<file path="src/rtl/rr_mux8_arbiter_if.sv">
// Bus bundle for the 8-channel round-robin output mux: requester side
// (req/data/ack) plus the downstream valid/ready output port.
interface rr_mux8_arbiter_if #(
  parameter int W = 8
);
  logic [7:0]     req;
  logic [8*W-1:0] data;
  logic [7:0]     ack;
  logic [W-1:0]   out;
  logic           out_valid;
  logic           out_ready;
  logic [2:0]     sel;
  logic           busy;

  modport slave (
    input  req, data, out_ready,
    output ack, out, out_valid, sel, busy
  );

  modport master (
    output req, data, out_ready,
    input  ack, out, out_valid, sel, busy
  );
endinterface

</file>
<file path="src/rtl/rr_mux8_arbiter.sv">
// 8:1 arbitrated mux with a one-word registered output stage. The winner is
// acked in the load cycle; round-robin or fixed-priority selection.
module rr_mux8_arbiter #(
  parameter int W         = 8,
  parameter int PRIO_MODE = 0
) (
  input  logic               clk,
  input  logic               rst_n,
  rr_mux8_arbiter_if.slave   bus
);

  typedef enum logic {IDLE = 1'b0, HOLD = 1'b1} state_t;

  state_t         state_r, state_nxt_s;
  logic [2:0]     ptr_r, ptr_nxt_s;
  logic [2:0]     sel_r, sel_nxt_s;
  logic [W-1:0]   out_r, out_nxt_s;
  logic [2:0]     win_s, idx_s;
  logic           found_s;
  logic           load_s;
  logic [7:0]     ack_s;
  logic [W-1:0]   chan_s [8];

  // Unpack the flat data bus into per-channel words
  always_comb begin
    for (int i = 0; i < 8; i++) begin
      chan_s[i] = bus.data[i*W +: W];
    end
  end

  // Winner search: scan upward from ptr (round-robin) or from 0 (priority)
  always_comb begin
    win_s   = 3'd0;
    idx_s   = 3'd0;
    found_s = 1'b0;
    for (int k = 0; k < 8; k++) begin
      if (PRIO_MODE == 1) begin
        idx_s = k[2:0];
      end else begin
        idx_s = ptr_r + k[2:0];
      end
      if (bus.req[idx_s] && !found_s) begin
        win_s   = idx_s;
        found_s = 1'b1;
      end else begin
        found_s = found_s;
      end
    end
  end

  // Load condition and Mealy ack; ack is forced low while reset is asserted
  always_comb begin
    load_s = ((state_r == IDLE) || ((state_r == HOLD) && bus.out_ready))
             && (bus.req != 8'd0);
    if (load_s && rst_n) begin
      ack_s = 8'd1 << win_s;
    end else begin
      ack_s = 8'd0;
    end
  end

  // Next-state and next-output logic for the IDLE/HOLD output stage
  always_comb begin
    state_nxt_s = state_r;
    ptr_nxt_s   = ptr_r;
    sel_nxt_s   = sel_r;
    out_nxt_s   = out_r;
    case (state_r)
      IDLE: begin
        if (load_s) begin
          state_nxt_s = HOLD;
          ptr_nxt_s   = win_s + 3'd1;
          sel_nxt_s   = win_s;
          out_nxt_s   = chan_s[win_s];
        end else begin
          state_nxt_s = IDLE;
        end
      end
      HOLD: begin
        if (load_s) begin
          state_nxt_s = HOLD;
          ptr_nxt_s   = win_s + 3'd1;
          sel_nxt_s   = win_s;
          out_nxt_s   = chan_s[win_s];
        end else if (bus.out_ready) begin
          // Drained with nothing waiting: out/sel keep their last values
          state_nxt_s = IDLE;
        end else begin
          state_nxt_s = HOLD;
        end
      end
      default: begin
        state_nxt_s = IDLE;
      end
    endcase
  end

  // State, pointer and output registers
  always_ff @(posedge clk or negedge rst_n) begin
    if (!rst_n) begin
      state_r <= IDLE;
      ptr_r   <= 3'd0;
      sel_r   <= 3'd0;
      out_r   <= '0;
    end else begin
      state_r <= state_nxt_s;
      ptr_r   <= ptr_nxt_s;
      sel_r   <= sel_nxt_s;
      out_r   <= out_nxt_s;
    end
  end

  assign bus.ack       = ack_s;
  assign bus.out       = out_r;
  assign bus.sel       = sel_r;
  assign bus.out_valid = (state_r == HOLD);
  assign bus.busy      = (state_r == HOLD);

endmodule

</file>
<file path="src/flat_wrapper.sv">
// flat-port wrapper written by rule: the top's interface ports become plain ports
module rr_mux8_arbiter_flat 
#(
  parameter int W         = 8,
  parameter int PRIO_MODE = 0
)
  (clk, rst_n, bus_req, bus_data, bus_out_ready, bus_ack, bus_out, bus_out_valid, bus_sel, bus_busy);
  rr_mux8_arbiter_if #(.W(W)) bus_i ();
  input  logic clk;
  input  logic rst_n;
  input wire logic [$bits(bus_i.req)-1:0] bus_req;
  input wire logic [$bits(bus_i.data)-1:0] bus_data;
  input wire logic [$bits(bus_i.out_ready)-1:0] bus_out_ready;
  output wire logic [$bits(bus_i.ack)-1:0] bus_ack;
  output wire logic [$bits(bus_i.out)-1:0] bus_out;
  output wire logic [$bits(bus_i.out_valid)-1:0] bus_out_valid;
  output wire logic [$bits(bus_i.sel)-1:0] bus_sel;
  output wire logic [$bits(bus_i.busy)-1:0] bus_busy;
  assign bus_i.req = bus_req;
  assign bus_i.data = bus_data;
  assign bus_i.out_ready = bus_out_ready;
  assign bus_ack = bus_i.ack;
  assign bus_out = bus_i.out;
  assign bus_out_valid = bus_i.out_valid;
  assign bus_sel = bus_i.sel;
  assign bus_busy = bus_i.busy;
  rr_mux8_arbiter #(.W(W), .PRIO_MODE(PRIO_MODE)) u_core (.clk(clk), .rst_n(rst_n), .bus(bus_i));
endmodule
</file>
<file path="config.mk">
export PLATFORM = sky130hd
export DESIGN_NAME = rr_mux8_arbiter_flat
export DESIGN_NICKNAME = d
export VERILOG_FILES = /design/src/rtl/rr_mux8_arbiter_if.sv /design/src/rtl/rr_mux8_arbiter.sv /design/src/flat_wrapper.sv
export SDC_FILE = /design/constraint.sdc
export NUM_CORES = 1
export LEC_CHECK = 0
export ABC_AREA = 1
export CAP_MARGIN = 20
export CELL_PAD_IN_SITES_DETAIL_PLACEMENT = 1
export CELL_PAD_IN_SITES_GLOBAL_PLACEMENT = 2
export CORE_ASPECT_RATIO = 0.9
export CORE_UTILIZATION = 18
export DETAILED_ROUTE_END_ITERATION = 10
export PLACE_DENSITY = 0.81
export SLEW_MARGIN = 0
export SYNTH_ARGS = -nofsm -noshare
export SYNTH_HDL_FRONTEND = slang
export SYNTH_SLANG_ARGS = --single-unit
</file>
<file path="constraint.sdc">
create_clock -name clk -period 3 [get_ports clk]
set_input_delay 0.3 -clock clk [delete_from_list [all_inputs] [get_ports clk]]
set_output_delay 0.3 -clock clk [all_outputs]
set_load 0.02 [all_outputs]
</file>
After elaboration in Yosys (flattened, before gate mapping)
Index checks and enable logic that the tools add are counted.
{ "totals": {"ff_bits": 15, "elab_cells": 85} }
{ "classes": {"addsub": 8, "order_cmp": 9, "shifts": 1, "n_mux": 42, "bitwise": 2, "n_reduce_logical": 19} }
{ "ops": {"columns": ["op", "n"], "rows": [
  ["$lt A3 B4 Y1 const B", 8],
  ["$mux W8", 4],
  ["$mux W3", 10],
  ["$bmux W1 S3", 8],
  ["$bmux W8 S3", 1],
  ["$mux W1", 18],
  ["$add A3 B3 Y3 const B", 4],
  ["$logic_and A1 B1 Y1", 10],
  ["$reduce_bool A8 Y1", 1],
  ["$shl A1 B3 Y8 const A", 1],
  ["$logic_not A1 Y1", 7],
  ["$add A3 B1 Y3 const B", 2],
  ["$add A3 B2 Y3 const B", 2],
  ["$ge A4 B4 Y1 const B", 1],
  ["$not A3 Y4", 1],
  ["$pmux W1 S2", 1],
  ["$logic_or A1 B1 Y1", 1],
  ["$not A1 Y1", 1]
]} }

Longest topological paths before layout
{ "logic_depth": {"word_depth": 29, "depth_mapped": 23, "depth_no_buf": 20} }

Worst setup path before layout
OpenSTA, ideal clock, no wires.
{ "synth_path": {"path_kind": "flip-flop to output port", "startpoint": "register u_core.ptr_r[0]", "endpoint": "output port bus_ack[7]", "arrival_time_ns": 3.061, "required_ns": 2.700, "path_slack_ns": -0.361, "stages_incl_launch_ff": 19, "n_path_buf": 3, "cell_sequence": "dfrtp_1 -> buf_6 -> inv_4 -> buf_6 -> ha_1 -> inv_2 -> nand3_1 -> nand3_1 -> nand2_2 -> nor2_4 -> nand3_2 -> nor3_4 -> nand3_1 -> nand4_2 -> buf_6 -> nand2_1 -> inv_1 -> ha_1 -> nor3b_1"} }
{ "synth_via": {"elab_chain_len": 26} }
{ "synth_lines": {"columns": ["item", "line", "source"], "rows": [
  ["from (decl)", "rr_mux8_arbiter.sv:15", "logic [2:0] ptr_r, ptr_nxt_s;"],
  ["from (signal assigned)", "rr_mux8_arbiter.sv:107", "ptr_r <= ptr_nxt_s;"],
  ["branches (longest 23 deep; another with $add A3 B1 Y3)", null, null],
  ["$mux W3 *", "rr_mux8_arbiter.sv:42", "if (bus.req[idx_s] && !found_s) begin"],
  ["$shl A1 B3 Y8 *", "rr_mux8_arbiter.sv:56", "ack_s = 8'd1 << win_s;"],
  ["$mux W8 *", "rr_mux8_arbiter.sv:55", "if (load_s && rst_n) begin"],
  ["to (decl)", "flat_wrapper.sv:14", "output wire logic [$bits(bus_i.ack)-1:0] bus_ack;"]
]} }
Mark *: on every way between the ends. The select of a mux whose other input is x is not followed.

Worst setup path after layout
Ends and elaborated chain as after synthesis.

==> flow_summary.json <==
{
  "grt_pass1_wl_um": 14150,
  "grt_usage_pct": 14.66,
  "wl_per_cell_um": 14.44,
  "cp-startpoint": "u_core.ptr_r[0]$_DFFE_PN0P_",
  "end_kind": "output pin",
  "clockBufferDepth": 2,
  "coreArea_mm2": 0.01108,
  "critPathKind": "reg -> out",
  "area_growth_pct": 87.31,
  "status": "finished, violations left",
  "synth_ff_type": "dfrtp_1",
  "hold_viol": 0,
  "cp-start-kind": "flop",
  "antenna_cells": 0,
  "syn_inst": 372,
  "htree_levels": 1,
  "clock-sinks": 15,
  "path_clk_slew_ns": 0.05,
  "cts_tree": "yes",
  "register_area_um2": 377.9,
  "required_ns": 2.70,
  "rsz0062_at_grt": "yes",
  "post-place-ws_ns": -0.4042,
  "rows": 36,
  "synth.most_common_cell": "nand2_1",
  "die_h_um": 104.2,
  "ys_types": 34,
  "cts_inserted_buffers": 3,
  "grt_pass1_vias": 2942,
  "drc": 0,
  "die_x_um": 115.6,
  "synth_nets": 450,
  "drive_above_1_share_pct": 26.67,
  "viasPerCell": 4.509,
  "antenna_found_initial": 0,
  "worstPathMaxFanout": 3,
  "dieArea_mm2": 0.01204,
  "r2r-start": "u_core.ptr_r[0]$_DFFE_PN0P_",
  "whs_ns": 0.3338,
  "layout_setup_ws_ns": -0.08797,
  "cp.arrival_ns": 2.79,
  "drtAntennaViolNets": 0,
  "dr.pass1.iters": 4,
  "routed_wl_um": 9560,
  "routed-via-count": 2985,
  "finalSetupViolCount": 8,
  "violations": "negative setup slack",
  "io_buffers": 95,
  "yosysWarnings": 0,
  "syn_area_per_cell_um2": 5.617,
  "cts_hold_repair.buffers": 0,
  "clk_latency_ns": 0.25,
  "drtIter0Drc": 87,
  "grt_overflow": 0,
  "multiInputGateArea_mm2": 0.001797,
  "cts-root-buf": "clkbuf_16",
  "drv_cap": 0,
  "synth-seq-cells": 15,
  "slew_headroom_pct": 74.72,
  "nFillCells": 1442,
  "yosysTopAreaCell": "nand2_1",
  "fin_worst_skew_ns": 0.0007114,
  "fmax_mhz": 323.8,
  "synth_seq_area_share_pct": 17.96,
  "yosys-top-cells-count": "nand2_1 (187), nand3_1 (67), dfrtp_1 (15)",
  "gp_congestion": 0.8886,
  "hpwl_um": 7273,
  "worst_pin_slew_ns": 0.3788,
  "start_util_pct": 18.86,
  "synth_edf_count": 0,
  "async_flop_share_pct": 100.0,
  "layout_min_cycle_time_ns": 3.088,
  "fin_util_pct": 35.32,
  "grt_max_degree": 33,
  "yosysTopAreaCellShare_pct": 33.59,
  "fin_area_mm2": 0.003914,
  "finalNetCount": 589,
  "synth_top_cells_by_area": "nand2_1 (34%), dfrtp_1 (18%), nand3_1 (16%), buf_6 (3.2%), nand3_2 (2.4%)",
  "slew_violations": 0,
  "top_level_ports": 96,
  "placedInstanceArea_mm2": 0.003441,
  "synth_area_mm2": 0.002090,
  "finalCritPeriodShare_pct": 102.9,
  "hold_path_class": "in -> async"
}
[final timing paths]
path                            cells past startpoint                            end  slack (ns)
min in group clk                                    2  u_core.bus.out[4]$_DFFE_PN0P_        0.50
worst min-delay path                                1      u_core.bus.busy$_DFF_PN0_        0.33
worst max-delay path                               15                     bus_ack[7]       -0.09
max in group asynchronous                           2  u_core.bus.out[0]$_DFFE_PN0P_        2.18
worst max register to register                     18  u_core.bus.out[7]$_DFFE_PN0P_        0.15
worst min register to register                      2  u_core.bus.out[4]$_DFFE_PN0P_        0.50
[metrics by stage]
stage	TNS [ns]	cells
after floorplan	-0.1152	372
after global routing	-1.556	662
final	-0.4273	662
after CTS	0	652
after detailed placement	-2.758	644
after global placement	-2.038	644
[final cells by class]
type,count,share of cell area (%)
sequential,15,9.655
clock buffer,3,1.918
multi-input combinational,320,45.91
tap,152,4.859
timing repair buffer,151,35.36
inverter,20,2.174
clock inverter,1,0.1279
[timing repair]
action                                  in CTS  in global routing
pin swaps                                   13                 29
buffers inserted                             4                 10
gates resized for setup                     68                 39
endpoints found under the setup margin       8                  8
[kinds of logic after synthesis]
group | after synthesis | share of synthesized area (%)
AOI/OAI and AO/OA | 17 | 4.551
xor gates and xnor gates | 4 | 2.036
adders and majority gates | 3 | 1.797
buffers and inverters | 37 | 9.760
DFF | 15 | 17.96
and+or+nand+nor | 296 | 63.89
[metal layers]
layer | track usage [%] | wire (um) | share of wire [%] | up-vias
met1 | 20.02 | 4268 | 45 | 1425
met3 | 1.865 | 412 | 4.3 | 6
met5 | 0 | 0 | 0 | -
met4 | 1.670 | 42 | 0.44 | 0
li1 | - | - | - | 1481
met2 | 25.02 | 4837 | 51 | 73
[flip-flops by register name (all words and copies together), names as in the netlist]
| name | count |
|---|---|
| u_core.bus.busy | 1 |
| u_core.bus.out | 8 |
| u_core.bus.sel | 3 |
| u_core.ptr_r | 3 |
[critical path: stages (launching register included)]
cell and delay (ns):
dfrtp_2 0.43, buf_6 0.13, ha_4 0.19, xor2_4 0.18, nand3_2 0.11, nand2_2 0.08
nor2_4 0.18, nand3_4 0.11, nor3_4 0.22, nand4_1 0.23, nand4_4 0.15, nand2_4 0.06
inv_2 0.06, ha_4 0.11, nor3b_4 0.17, buf_6 0.14
[cell usage in the layout (no fill, tap or decap), types with 2 or more instances in the layout]
| cell | n |
|---|---|
| nand2_1 | 173 |
| clkdlybuf4s50_1 | 87 |
| nand3_1 | 56 |
| buf_4 | 52 |
| nand2_2 | 15 |
| nand3_2 | 13 |
| dfrtp_1 | 13 |
| inv_1 | 11 |
| nor2_1 | 11 |
| buf_6 | 10 |
| o21ai_0 | 7 |
| inv_2 | 6 |
| nand4_1 | 6 |
| o21ai_1 | 4 |
| nor2_4 | 4 |
| nand2_4 | 4 |
| nand3_4 | 3 |
| ha_4 | 3 |
| clkbuf_16 | 3 |
| inv_4 | 2 |
| xnor2_4 | 2 |
| nor3_4 | 2 |
| nor2_2 | 2 |
| nand4_4 | 2 |
| nor4_1 | 2 |
| nor3_2 | 2 |
| buf_2 | 2 |
| dfrtp_2 | 2 |
Power is not shown: default switching activity piles up to over one toggle a cycle in this logic, so the estimate is an artifact.
